===== src/rtl/ipsxb_qsgmii_pcs_tx_mux_v2_0.sv =====
// QSGMII-family PCS transmit multiplexer: accepts one byte group per port, applies idle
// fill and the lane-0 K28.1 marker, and serialises the group onto an OUT_BYTES-wide stream.
module ipsxb_qsgmii_pcs_tx_mux_v2_0 #(
    parameter int unsigned NUM_PORTS = 4,
    parameter int unsigned OUT_BYTES = 4,
    parameter int unsigned K281_EN   = 1
) (
    input  logic                   clk,
    input  logic                   rst,
    input  logic [NUM_PORTS-1:0]   port_en,
    input  logic [8*NUM_PORTS-1:0] in_txd,
    input  logic [NUM_PORTS-1:0]   in_txk,
    input  logic                   in_valid,
    output logic                   in_ready,
    output logic [8*OUT_BYTES-1:0] out_txd,
    output logic [OUT_BYTES-1:0]   out_txk,
    output logic                   out_valid,
    output logic                   out_sof,
    output logic                   underrun,
    output logic [15:0]            underrun_cnt,
    input  logic                   clr_cnt
);

    localparam int unsigned BEATS = NUM_PORTS / OUT_BYTES;
    localparam int unsigned BW    = (BEATS > 1) ? $clog2(BEATS) : 1;
    localparam logic [BW-1:0] LAST_BEAT = BW'(BEATS - 1);

    typedef enum logic {START, RUN} state_e;

    state_e                 state_q;
    logic [BW-1:0]          beat_cnt_q;
    logic                   idle_tgl_q;
    logic [8*NUM_PORTS-1:0] grp_txd_q, grp_txd_d;
    logic [NUM_PORTS-1:0]   grp_txk_q, grp_txk_d;
    logic [8*OUT_BYTES-1:0] out_txd_q, beat_txd;
    logic [OUT_BYTES-1:0]   out_txk_q, beat_txk;
    logic                   out_valid_q, out_sof_q, underrun_q;
    logic [15:0]            underrun_cnt_q;
    logic                   load, fill;
    logic [7:0]             idle_byte;
    logic                   idle_k;

    // Every edge at which in_ready is high reloads the group, accepted or not.
    assign in_ready = (state_q == START) || (beat_cnt_q == LAST_BEAT);
    assign load     = in_ready;
    assign fill     = load && !in_valid;

    always_comb begin
        idle_byte = idle_tgl_q ? 8'h50 : 8'hBC;
        idle_k    = ~idle_tgl_q;
        grp_txd_d = '0;
        grp_txk_d = '0;
        for (int unsigned p = 0; p < NUM_PORTS; p++) begin
            if (in_valid && port_en[p]) begin
                grp_txd_d[8*p +: 8] = in_txd[8*p +: 8];
                grp_txk_d[p]        = in_txk[p];
            end else begin
                grp_txd_d[8*p +: 8] = idle_byte;
                grp_txk_d[p]        = idle_k;
            end
        end
        if (K281_EN != 0 && grp_txk_d[0] && grp_txd_d[7:0] == 8'hBC) begin
            grp_txd_d[7:0] = 8'h3C;
        end
    end

    always_comb begin
        beat_txd = '0;
        beat_txk = '0;
        for (int unsigned b = 0; b < BEATS; b++) begin
            if (beat_cnt_q == BW'(b)) begin
                beat_txd = grp_txd_q[b*8*OUT_BYTES +: 8*OUT_BYTES];
                beat_txk = grp_txk_q[b*OUT_BYTES +: OUT_BYTES];
            end
        end
    end

    always_ff @(posedge clk or posedge rst) begin
        if (rst) begin
            state_q        <= START;
            beat_cnt_q     <= '0;
            idle_tgl_q     <= 1'b0;
            grp_txd_q      <= '0;
            grp_txk_q      <= '0;
            out_txd_q      <= '0;
            out_txk_q      <= '0;
            out_valid_q    <= 1'b0;
            out_sof_q      <= 1'b0;
            underrun_q     <= 1'b0;
            underrun_cnt_q <= '0;
        end else begin
            underrun_q <= fill;
            if (clr_cnt) begin
                underrun_cnt_q <= '0;
            end else if (fill && underrun_cnt_q != '1) begin
                underrun_cnt_q <= underrun_cnt_q + 16'd1;
            end
            if (load) begin
                grp_txd_q  <= grp_txd_d;
                grp_txk_q  <= grp_txk_d;
                idle_tgl_q <= ~idle_tgl_q;
            end
            case (state_q)
                START: begin
                    state_q    <= RUN;
                    beat_cnt_q <= '0;
                end
                RUN: begin
                    out_txd_q   <= beat_txd;
                    out_txk_q   <= beat_txk;
                    out_valid_q <= 1'b1;
                    out_sof_q   <= (beat_cnt_q == '0);
                    beat_cnt_q  <= (beat_cnt_q == LAST_BEAT) ? '0 : beat_cnt_q + BW'(1);
                end
            endcase
        end
    end

    assign out_txd      = out_txd_q;
    assign out_txk      = out_txk_q;
    assign out_valid    = out_valid_q;
    assign out_sof      = out_sof_q;
    assign underrun     = underrun_q;
    assign underrun_cnt = underrun_cnt_q;

endmodule


===== config.mk =====
export PLATFORM = sky130hd
export DESIGN_NAME = ipsxb_qsgmii_pcs_tx_mux_v2_0
export DESIGN_NICKNAME = d
export VERILOG_FILES = /design/src/rtl/ipsxb_qsgmii_pcs_tx_mux_v2_0.sv
export SDC_FILE = /design/constraint.sdc
export NUM_CORES = 1
export LEC_CHECK = 0
export CAP_MARGIN = 0
export CORE_MARGIN = 3
export CORE_UTILIZATION = 48
export DETAILED_ROUTE_END_ITERATION = 10
export MAX_ROUTING_LAYER = met4
export PLACE_DENSITY = 0.8
export SLEW_MARGIN = 20
export SYNTH_ARGS = -nofsm -noshare
export SYNTH_HDL_FRONTEND = slang
export SYNTH_SLANG_ARGS = --single-unit

===== constraint.sdc =====
create_clock -name clk -period 4.17 [get_ports clk]
set_clock_uncertainty 0.1 [all_clocks]
set_input_delay 1.251 -clock clk [delete_from_list [all_inputs] [get_ports clk]]
set_output_delay 1.251 -clock clk [all_outputs]
set_load 0.01 [all_outputs]

==> impl_metrics.json, run 1 <==
{
  "overflow": 0,
  "crit_type": "reg2out",
  "cts-root-buf": "clkbuf_8",
  "required_ns": 2.82,
  "syn_area_um2": 3611,
  "place_congestion": 0.8890,
  "fin_cells": 468,
  "cpPeakStageDelay_ns": 0.59,
  "clock_latency_ns": 0.34,
  "first_pass_iters": 4,
  "ys_warn_count": 0,
  "finalHoldViolCount": 0,
  "clk_pin_slew_ns": 0.09,
  "area_delta_synth_final_pct": 35.65,
  "tightest_slew_ns": 1.003,
  "htreeDepth": 3,
  "power_density_nw_per_um2": 374.2,
  "cts_resized": 0,
  "syn_avg_cell_area_um2": 13.37,
  "track_usage": 0.1934,
  "synth_edf_count": 0,
  "cp_cell_sequence": "clkdlybuf4s50_1",
  "startpoint_type": "flip-flop",
  "hold_path_class": "reg2reg",
  "max-cap-violations": 0,
  "cts_made_buffers": 9,
  "drc": 0,
  "vias_per_cell": 5.372,
  "fin_crit_ns": 2.750,
  "end_kind": "output port",
  "dp.cells": 452,
  "drt_iter0_markers": 104,
  "ant_nets": 0,
  "post-place-ws_ns": 1.133,
  "diodes": 0,
  "async_reset_ff_frac": 1.000,
  "cts.sinks": 92,
  "start_util": 0.5117,
  "ys_ff_latch": 92,
  "synthCells": 270,
  "wire_per_inst_um": 16.57,
  "grt_pass1_wl_um": 12830,
  "path_delay_family": "buffers and inverters",
  "crit_slowest_cell": "clkdlybuf4s50_1",
  "cts_buffer_depth": 2,
  "rows": 30,
  "setup_tns_ns": 0,
  "postCtsSetupBuffers": 0,
  "vdd_drop_max_mv": 0.2449,
  "synth_area_leader_cell": "dfrtp_1",
  "outcome": "finished clean",
  "port_buffers": 98,
  "synth_area_leaders": "dfrtp_1, mux2_2, a31o_2, a21oi_1, and3_1",
  "synth_top_area_share": 0.6376,
  "grt_pass1_vias": 2601,
  "worst_ep_arrival_time_ns": 1.40,
  "fin_crit_sh": 0.6595,
  "die_area_um2": 8600,
  "p_leak_uw": 0.002058,
  "drive_gt1_frac": 0.2177,
  "die_x_um": 92.74,
  "yosysSeqAreaShare": 0.6376,
  "dp_hpwl_um": 5437,
  "antenna_found_initial": 0,
  "nets": 412,
  "fmax_ghz": 0.3636,
  "cts_tree": "done",
  "synth_cell_types": 37,
  "setup_violations": 0,
  "finalPower_uw": 1833,
  "holdBufCountCts": 0,
  "synthFlopType": "dfrtp_1",
  "vias": 2514,
  "critPathMaxFanout": 5,
  "path_buf_inv": 1,
  "slew_violations": 0,
  "drt_wl_total_um": 7753,
  "top_level_ports": 100,
  "core_um2": 7057,
  "setup_slack_ns": 1.420,
  "grt_max_degree": 49,
  "max-slew-margin-rel": 0.3240,
  "dieHeight_um": 92.74,
  "rsz0062_at_grt": "false"
}
through the flow:
stage / instance area (um^2) / utilization / hold slack [ns]
4_1_cts: 4898 / 0.6941 / 0.3801
6_report: 4898 / 0.6941 / 0.3793
5_1_grt: 4898 / 0.6941 / 0.3973
2_1_floorplan: 3615 / - / 0.3542
3_5_place_dp: 4677 / 0.6628 / 0.3638
3_3_place_gp: 4677 / 0.6628 / 0.3568
synthesized netlist by cell type (all sizes together), types with 3 or more instances:
master and count:
nand2 12, nand4 5, nor2 7, a31o 15, or4 5, nor3 3, or3 4, mux2 39
or2 5, a21oi 14, inv 6, o21ai 5, and3 8, and4 4, o31ai 6, clkbuf 9
buf 7, dfrtp 92, a21o 4, nand3 3
routing by layer:
layer | up-vias | track usage | share of wire | routed length (um)
met5 | - | - | 0 | 0
met3 | 5 | 0.03331 | 0.045 | 346
met1 | 1265 | 0.2561 | 0.44 | 3421
li1 | 1163 | - | - | -
met4 | 0 | 0.06105 | 0.0085 | 66
met2 | 81 | 0.3082 | 0.51 | 3918
kinds of logic (layout without fill, tap and decap cells):
| kind of cell | Yosys count | count (layout) | synth area share |
|---|---|---|---|
| adders and majority gates | 1 | 1 | 0.003464 |
| DFF | 92 | 92 | 0.6376 |
| other | 1 | 2 | 0.001039 |
| xor gates and xnor gates | 3 | 3 | 0.007278 |
| AOI/OAI and AO/OA | 47 | 47 | 0.09217 |
| muxes | 41 | 41 | 0.1272 |
| and+or+nand+nor | 63 | 63 | 0.1043 |
| buffers and inverters | 22 | 123 | 0.02702 |
where the power goes:
group	switching [uW]	internal, uW
Combinational	89.9	134
Clock	303	343
Sequential	22.3	940
Total	416	1420
placed cells by master, fill, tap and decap left out, types with 3 or more instances in the layout:
cell type and n:
o21ai_0 5, nor2_1 7, o31ai_1 6, a21oi_1 14, or4_1 5, nor3_1 3, a21o_1 4, or2_2 5
a31o_2 15, clkbuf_8 9, mux2_2 39, clkdlybuf4s50_1 98, inv_1 5, nand2_1 12, and3_1 8, and4_1 4
dfrtp_1 92, or3_1 4, nand4_1 5
final timing paths:
path                                              from                           to  slack, ns  cells past startpoint
max                        underrun_cnt[7]$_DFFE_PP0P_              underrun_cnt[7]       1.42                      1
min                             grp_txd_q[0]$_DFF_PP0_       out_txd[0]$_DFFE_PP0P_       0.38                      1
max reg2reg                underrun_cnt[0]$_DFFE_PP0P_  underrun_cnt[1]$_DFFE_PP0P_       1.81                      5
min reg2reg                     grp_txd_q[0]$_DFF_PP0_       out_txd[0]$_DFFE_PP0P_       0.38                      1
max in group asynchronous                          rst  underrun_cnt[7]$_DFFE_PP0P_       2.04                      3
min in group asynchronous                          rst  underrun_cnt[1]$_DFFE_PP0P_       1.25                      2
state kept, by name, indices dropped and copies added (netlist names):
name,cells
underrun_cnt,16
underrun,1
grp_txk_q,4
out_txk,4
grp_txd_q,32
out_valid,1
out_txd,32
idle_tgl_q,1
state_q,1
final cells by class:
class	count	area [um^2]
flip-flops and latches	92	2302
fillers	503	2158
multi-input cells	157	1215
repair buffers	101	1016
clock buffers	10	127.6
well taps	96	120.1
clock inverters	6	93.84
inverters	6	23.77
No activity file was read; power rests on OpenSTA's default activity.
==> run 2, diff against run 1 <==
==> constraint.sdc (replaced) <==
create_clock -name clk -period 2.69 [get_ports clk]
set_clock_uncertainty 0.1 [all_clocks]
set_input_delay 0.807 -clock clk [delete_from_list [all_inputs] [get_ports clk]]
set_output_delay 0.807 -clock clk [all_outputs]
set_load 0.01 [all_outputs]
==> run 2 against run 1 <==
Non-clock buffer count increased by 1. Die area unchanged. Global-route usage about the same. Total power increased by 50%. Sequential power increased by 56%. Register-to-register slack got worse by 1.4 ns. Worst hold slack got worse by 0.0016 ns. Worst setup slack got worse by 1.0 ns. Via count increased by 1.1%. Cell count unchanged. Largest cell class unchanged.
==> impl_metrics.json, run 2 (synthesis results as in run 1) <==
{
  "outcome": "finished clean",
  "slew_violations": 0,
  "drt_wl_total_um": 7558,
  "cts_tree": "done",
  "layout_commonest_cell": "clkdlybuf4s50_1",
  "track_usage": 0.1931,
  "fmax_ghz": 0.4316,
  "ant_nets": 0,
  "end_kind": "output port",
  "start_util": 0.5117,
  "setup_violations": 0,
  "path_buf_inv": 1,
  "startpoint_type": "flip-flop",
  "grt_pass1_vias": 2596,
  "fin_crit_sh": 0.8612,
  "cts-root-buf": "clkbuf_8",
  "netSwitchingPower_uw": 655.5,
  "cts.sinks": 92,
  "max-cap-violations": 0,
  "cp_cell_sequence": "clkdlybuf4s50_1",
  "rows": 30,
  "cpPeakStageDelay_ns": 0.59,
  "rrSetupSlack_ns": 0.42,
  "nets": 413,
  "min_from": "grp_txd_q[24]$_DFF_PP0_",
  "p_leak_uw": 0.002050,
  "holdBufCountCts": 0,
  "setup_tns_ns": 0,
  "clkPwrFrac": 0.333,
  "cts_made_buffers": 9,
  "area_delta_synth_final_pct": 35.20,
  "first_pass_iters": 4,
  "holdPathStages": 1,
  "drc": 0,
  "path_delay_family": "buffers and inverters",
  "power.internal_uw": 2102,
  "swShare": 0.2378,
  "diodes": 0,
  "fin_hold_ws_ns": 0.3777,
  "final_cell_mix": "clkdlybuf4s50_1, dfrtp_1, mux2_2",
  "multi_input_area_um2": 1215,
  "finalPower_uw": 2757,
  "vias": 2542,
  "die_area_um2": 8600,
  "reg2regPathDepth": 5,
  "postCtsSetupBuffers": 0,
  "hold_end": "out_txd[24]$_DFFE_PP0P_",
  "cts_buffer_depth": 2,
  "placed_cell_area_um2": 4687,
  "required_ns": 1.78,
  "hold_path_class": "reg2reg",
  "nFillCells": 547,
  "drive_gt1_frac": 0.2204,
  "combinationalPowerShare": 0.125,
  "antenna_found_initial": 0,
  "postLayoutCellArea_um2": 4882,
  "seq_power_share": 0.542,
  "die_x_um": 92.74,
  "r2r_start": "underrun_cnt[0]$_DFFE_PP0P_",
  "fin_crit_ns": 2.317,
  "htreeDepth": 3,
  "grt_pass1_wl_um": 12700,
  "worst_ep_arrival_time_ns": 1.41,
  "port_buffers": 98,
  "regToRegEndpoint": "underrun_cnt[3]$_DFFE_PP0P_",
  "crit_slowest_cell": "clkdlybuf4s50_1",
  "seq_area_um2": 2302,
  "dp_hpwl_um": 5243,
  "grt_max_degree": 93,
  "max-slew-margin-rel": 0.3956,
  "overflow": 0,
  "power_density_nw_per_um2": 564.7,
  "vdd_drop_max_mv": 0.3014,
  "core_um2": 7057,
  "top_level_ports": 100,
  "cts_resized": 0,
  "crit_type": "reg2out",
  "tightest_slew_ns": 0.8968,
  "clk_pin_slew_ns": 0.09,
  "wire_per_inst_um": 16.15,
  "finalHoldViolCount": 0,
  "drt_iter0_markers": 91,
  "clock_latency_ns": 0.35,
  "place_congestion": 0.9123,
  "dieHeight_um": 92.74,
  "rsz0062_at_grt": "false",
  "vias_per_cell": 5.432,
  "critPathMaxFanout": 7
}
[run 2: area by class of cell]
| type | instances | share of cell area |
|---|---|---|
| clock inverter | 6 | 0.01461 |
| timing repair buffer | 102 | 0.2096 |
| tap | 96 | 0.02460 |
| sequential | 92 | 0.4716 |
| multi-input combinational | 157 | 0.2488 |
| clock buffer | 9 | 0.02537 |
| inverter | 6 | 0.005382 |
[run 2: worst max-delay path by stage]
stage / cells past startpoint / startpoint / to / slack [ns]
5_1_grt: 5 / underrun_cnt[0]$_DFFE_PP0P_ / underrun_cnt[3]$_DFFE_PP0P_ / 0.21
2_1_floorplan: 4 / in_valid / underrun_cnt[11]$_DFFE_PP0P_ / 0.68
3_3_place_gp: 5 / in_valid / underrun_cnt[11]$_DFFE_PP0P_ / 0.21
6_report: 1 / underrun_cnt[2]$_DFFE_PP0P_ / underrun_cnt[2] / 0.37
3_5_place_dp: 5 / in_valid / underrun_cnt[11]$_DFFE_PP0P_ / 0.16
4_1_cts: 1 / underrun_cnt[2]$_DFFE_PP0P_ / underrun_cnt[2] / 0.36
[run 2: stage by stage]
stage          utilization  worst slack, ns  instances
3_3_place_gp        0.6642           0.2060        453
6_report            0.6918           0.3733        468
4_1_cts             0.6918           0.3568        468
2_1_floorplan            -           0.6832        271
3_5_place_dp        0.6642           0.1637        453
5_1_grt             0.6918           0.2108        468
[run 2: power by group through the flow]
stage                     clock [uW]  combinational [uW]  sequential, uW
after global placement             0                 344            1520
after CTS                        941                 350            1500
final                            918                 344            1500
after floorplan                    0                 128            1540
after global routing            1000                 371            1510
after detailed placement           0                 349            1520
[run 2: per-layer routing]
metal  part of all wire  track usage  vias up
li1                   -            -     1165
met1               0.44       0.2482     1277
met2               0.49       0.3021       92
met3              0.063      0.04955        8
met4              0.011      0.06471        0
met5                  0            -        -
